$ cat src/rtl/ex_mem.sv
// ex_mem: EX -> MEM pipeline register for the 5-stage MIPS core.
// Captures GPR and HI/LO write-back from EX, and carries the multi-cycle
// MADD/MSUB intermediate state (partial product and step counter) back to EX.
module ex_mem #(
  parameter int AW = 5,
  parameter int DW = 32
) (
  input  logic          clk,
  input  logic          rst_n,
  input  logic          ex_stall,
  input  logic          mem_stall,
  input  logic          flush,
  input  logic [AW-1:0] ex_w_reg_addr,
  input  logic [DW-1:0] ex_w_reg_data,
  input  logic          ex_w_reg_en,
  input  logic [DW-1:0] ex_hi,
  input  logic [DW-1:0] ex_lo,
  input  logic          ex_hilo_wen,
  input  logic [63:0]   ex_hilo_tmp,
  input  logic [1:0]    ex_cnt,
  output logic [AW-1:0] mem_w_reg_addr,
  output logic [DW-1:0] mem_w_reg_data,
  output logic          mem_w_reg_en,
  output logic [DW-1:0] mem_hi,
  output logic [DW-1:0] mem_lo,
  output logic          mem_hilo_wen,
  output logic [63:0]   hilo_tmp_out,
  output logic [1:0]    cnt_out
);

  logic [AW-1:0] w_reg_addr_reg;
  logic [DW-1:0] w_reg_data_reg;
  logic          w_reg_en_reg;
  logic [DW-1:0] hi_reg;
  logic [DW-1:0] lo_reg;
  logic          hilo_wen_reg;
  logic [63:0]   hilo_tmp_reg;
  logic [1:0]    cnt_reg;

  // Pipeline slot update: reset > flush > hold (mem_stall) > bubble (ex_stall) > advance.
  // A stalled MEM stage freezes everything regardless of ex_stall, so the
  // illegal ex_stall=0/mem_stall=1 combination also holds.
  always_ff @(posedge clk) begin
    if (!rst_n || flush) begin
      w_reg_addr_reg <= '0;
      w_reg_data_reg <= '0;
      w_reg_en_reg   <= 1'b0;
      hi_reg         <= '0;
      lo_reg         <= '0;
      hilo_wen_reg   <= 1'b0;
      hilo_tmp_reg   <= '0;
      cnt_reg        <= '0;
    end else if (mem_stall) begin
      w_reg_addr_reg <= w_reg_addr_reg;
      w_reg_data_reg <= w_reg_data_reg;
      w_reg_en_reg   <= w_reg_en_reg;
      hi_reg         <= hi_reg;
      lo_reg         <= lo_reg;
      hilo_wen_reg   <= hilo_wen_reg;
      hilo_tmp_reg   <= hilo_tmp_reg;
      cnt_reg        <= cnt_reg;
    end else if (ex_stall) begin
      // Bubble: enables and data cleared together; only the multi-cycle
      // op state moves so EX can pick up its first-cycle product.
      w_reg_addr_reg <= '0;
      w_reg_data_reg <= '0;
      w_reg_en_reg   <= 1'b0;
      hi_reg         <= '0;
      lo_reg         <= '0;
      hilo_wen_reg   <= 1'b0;
      hilo_tmp_reg   <= ex_hilo_tmp;
      cnt_reg        <= ex_cnt;
    end else begin
      // Advance: copy EX results; any multi-cycle op has completed.
      w_reg_addr_reg <= ex_w_reg_addr;
      w_reg_data_reg <= ex_w_reg_data;
      w_reg_en_reg   <= ex_w_reg_en;
      hi_reg         <= ex_hi;
      lo_reg         <= ex_lo;
      hilo_wen_reg   <= ex_hilo_wen;
      hilo_tmp_reg   <= '0;
      cnt_reg        <= '0;
    end
  end

  assign mem_w_reg_addr = w_reg_addr_reg;
  assign mem_w_reg_data = w_reg_data_reg;
  assign mem_w_reg_en   = w_reg_en_reg;
  assign mem_hi         = hi_reg;
  assign mem_lo         = lo_reg;
  assign mem_hilo_wen   = hilo_wen_reg;
  assign hilo_tmp_out   = hilo_tmp_reg;
  assign cnt_out        = cnt_reg;

endmodule

$ cat config.mk
export PLATFORM = sky130hd
export DESIGN_NAME = ex_mem
export DESIGN_NICKNAME = d
export VERILOG_FILES = /design/src/rtl/ex_mem.sv
export SDC_FILE = /design/constraint.sdc
export NUM_CORES = 1
export LEC_CHECK = 0
export ABC_AREA = 1
export BUFFER_PORTS_ARGS = -buffer_cell sky130_fd_sc_hd__buf_4
export CORE_MARGIN = 10
export CORE_UTILIZATION = 44
export DETAILED_ROUTE_END_ITERATION = 10
export PLACE_DENSITY = 0.8
export SYNTH_ARGS = -nofsm -noshare
export SYNTH_HDL_FRONTEND = slang
export SYNTH_SLANG_ARGS = --single-unit
$ cat constraint.sdc
create_clock -name clk -period 1.5 [get_ports clk]
set_clock_uncertainty 0.1 [all_clocks]
set_input_delay 0.3 -clock clk [delete_from_list [all_inputs] [get_ports clk]]
set_output_delay 0.3 -clock clk [all_outputs]
set_load 0.01 [all_outputs]
==> flow_summary_export.csv <==
group,metric,value,unit
outcome,outcome,"finished, final reports clean",
setup_path,max_stage_delay,350,ps
drt,finalWirelength,21.6,mm
clock_tree,cts_hold_buf,0,
grt,grt_pass1_vias,5664,
synthesis,netlist_top_cells_area,"dfxtp_1 (57%), nand2_1 (17%), a21oi_1 (14%), nand3_1 (5.6%), buf_2 (2.9%)",
power,p_per_area,1090,nW/um^2
clock_tree,htreeDepth,4,
drt,wire_per_inst,17.4,um
grt,grt_use_met2,36.2,%
layout,syn2layout_area_growth,54.7,%
layout,drive_above_1_share,36.3,%
setup_path,arrival,910,ps
die,die_area,18600,sq um
power,p_clk_share,43.7,%
setup_path,crit-reg2reg-launch,"mem_w_reg_data[25]$_SDFFE_PP0N_",
timing,min_period_over_period,87.0,%
power,leakagePower,0.00395,uW
layout,fin_nets,1231,
power,p_switching,2220,uW
min_path,hold_path_depth,3,
power,pwr-share-seq,46.2,%
clock_tree,clk_pin_slew,60,ps
drt,via_count,6108,
clock_tree,cts_tree,"done",
setup_path,reg2regPathDepth,2,
drt,route.detailed.drc,0,
timing,max_slew_margin,69.0,%
synthesis,synth.avg_cell_area,8.02,sq um
clock_tree,cts_resized,0,
grt,use_met3,11.0,%
die,die_width,136,um
drt,initialDrtViolationCount,403,
layout,mostFrequentLayoutCells,"buf_4 (350), nand2_1 (272), a21oi_1 (169), dfxtp_1 (169), nand3_1 (66)",
setup_path,cpMaxStageDelayCell,"dfxtp_1",
setup_path,end_kind,"output port",
drt,dr.pass1.iters,7,
synthesis,synth_cell_types,11,
setup_path,crit_path_cell_trace,"buf_4",
synthesis,ys_ff_latch,169,
timing,hold_viol_final,0,
setup_path,r2r_setup_slack,730,ps
clock_tree,clk_path_buf_depth,2,
power,irDropWorstVdd,0.000678,V
timing,period_needed,1310,ps
grt,grt_max_degree,103,
setup_path,worst-path-stages,1,
setup_path,start_kind,"flip-flop",
timing,rsz0062_at_grt,"false",
clock_tree,clock-root-buffer,"clkbuf_16",
job,maxCapViolations,0,
drt,via_per_inst,4.91,
die,core_area,13200,sq um
power,switching_share,22.2,%
clock_tree,cts_made_buffers,17,
timing,max_clock_freq,766,MHz
synthesis,synth_area,5950,sq um
setup_path,critPathTopFamily,"flip-flops",
grt,grt_overflow,0,
die,start_util,44.9,%
synthesis,syn-num-nets,916,
power,intPower,7790,uW
grt,track_usage,21.6,%
layout,fillers,1103,
place,place.gp.congestion,0.813,
synthesis,yosys_warnings,0,
clock_tree,cts_sinks,169,
setup_path,endpoint,"hilo_tmp_out[48]",
drt,ant_nets,0,
die,die_height,136,um
place,dpl.hpwl,15.9,mm
synthesis,synth_top_area_share,56.9,%
grt,grt.busiest_layer,"met2",
synthesis,syn_inst,742,
timing,setup_tns,0,ps
grt,grtUsageMet1,22.9,%
die,top_level_ports,343,
synthesis,yosysTopAreaCell,"dfxtp_1",
setup_path,cp-startpoint,"hilo_tmp_out[48]$_SDFFE_PP0N_",
clock_tree,clk-insertion-delay-late,410,ps
setup_path,critPathBufInv,1,
timing,finalSetupViolCount,0,
layout,multi_input_area,2220,sq um
layout,final_core_util,69.5,%
layout,seqCellArea,3380,sq um
setup_path,crit_type,"flip-flop to output port",
layout,num_antenna_cells,0,
timing,slew_viol_final,0,
grt,antenna_found_initial,0,
setup_path,worst_ep_required_time,1100,ps
timing,worstMarginPinSlew,464,ps
layout,mostFrequentLayoutCell,"buf_4",
setup_path,r2r-end,"mem_w_reg_data[25]$_SDFFE_PP0N_",
clock_tree,post_cts_buffers,0,
setup_path,cp_max_fo,2,
die,rows,42,
synthesis,synth_seq_area_share,56.9,%
power,comb_power_share,10.1,%
place,io_buffers,342,
min_path,hold_class,"primary input to flip-flop",
grt,grt_pass1_wl,31.3,mm
final cells by class:
type                            instances  share of cell area [%]
Tap cell                              176                    2.39
Clock inverter                          8                    1.32
Sequential cell                       169                    36.8
Inverter                                2                  0.0816
Multi-Input combinational cell        509                    24.1
Clock buffer                           22                    5.04
Timing Repair Buffer                  358                    30.3
kinds of logic (layout without fill, tap and decap cells):
logic type | after synthesis | count (layout) | synth area share, %
and+or+nand+nor | 340 | 340 | 23.0
AOI/OAI and AO/OA | 169 | 169 | 14.2
DFF | 169 | 169 | 56.9
buffers and inverters | 64 | 390 | 5.97
synth_stat cells:
cell type  number
a21oi_1       169
buf_1           1
buf_2          35
buf_4           3
buf_6           8
clkbuf_1       15
dfxtp_1       169
inv_1           2
nand2_1       273
nand3_1        66
nor2_4          1
power by group through the flow:
| stage | combinational (uW) | clock, uW | sequential (uW) |
|---|---|---|---|
| detailed placement | 1020 | 0 | 4720 |
| global placement | 1010 | 0 | 4720 |
| finish | 1010 | 4370 | 4620 |
| CTS | 1020 | 4460 | 4620 |
| global route | 1100 | 4610 | 4630 |
| floorplan | 375 | 0 | 4760 |
worst min-delay path by stage:
stage | startpoint | to | slack (ps)
detailed placement | hilo_tmp_out[37]$_SDFFE_PP0N_ | hilo_tmp_out[37]$_SDFFE_PP0N_ | 360
CTS | ex_w_reg_data[20] | mem_w_reg_data[20]$_SDFFE_PP0N_ | 10
global placement | mem_w_reg_data[25]$_SDFFE_PP0N_ | mem_w_reg_data[25]$_SDFFE_PP0N_ | 350
floorplan | ex_hi[0] | mem_hi[0]$_SDFFE_PP0N_ | 340
finish | ex_hi[7] | mem_hi[7]$_SDFFE_PP0N_ | 30
global route | ex_lo[8] | mem_lo[8]$_SDFFE_PP0N_ | 20
sequential cells by signal, summed over array words and instances, names as in the netlist:
register,cells
cnt_out,2
hilo_tmp_out,64
mem_hi,32
mem_hilo_wen,1
mem_lo,32
mem_w_reg_addr,5
mem_w_reg_data,32
mem_w_reg_en,1
metal layers:
metal / up-vias / wire (um)
li1: 3049 / -
met5: - / 0
met2: 272 / 10600
met4: 0 / 399
met3: 28 / 2530
met1: 2759 / 8100
tightest hold or removal path, stage by stage:
cell and delay (ps):
buf_4 70, nand2_1 40, a21oi_1 100
stage by stage:
stage               instance area [sq um]  setup WS (ps)  power, uW  instances  hold WS (ps)
finish                               9200            195      10000       1244          31.4
global route                         9200            149      10300       1244          23.1
CTS                                  9200            156      10100       1244          14.2
detailed placement                   8620            115       5740       1214           355
global placement                     8620            198       5730       1214           350
floorplan                            5950            320       5140        742           343
Power figures use the tool's default switching activity.
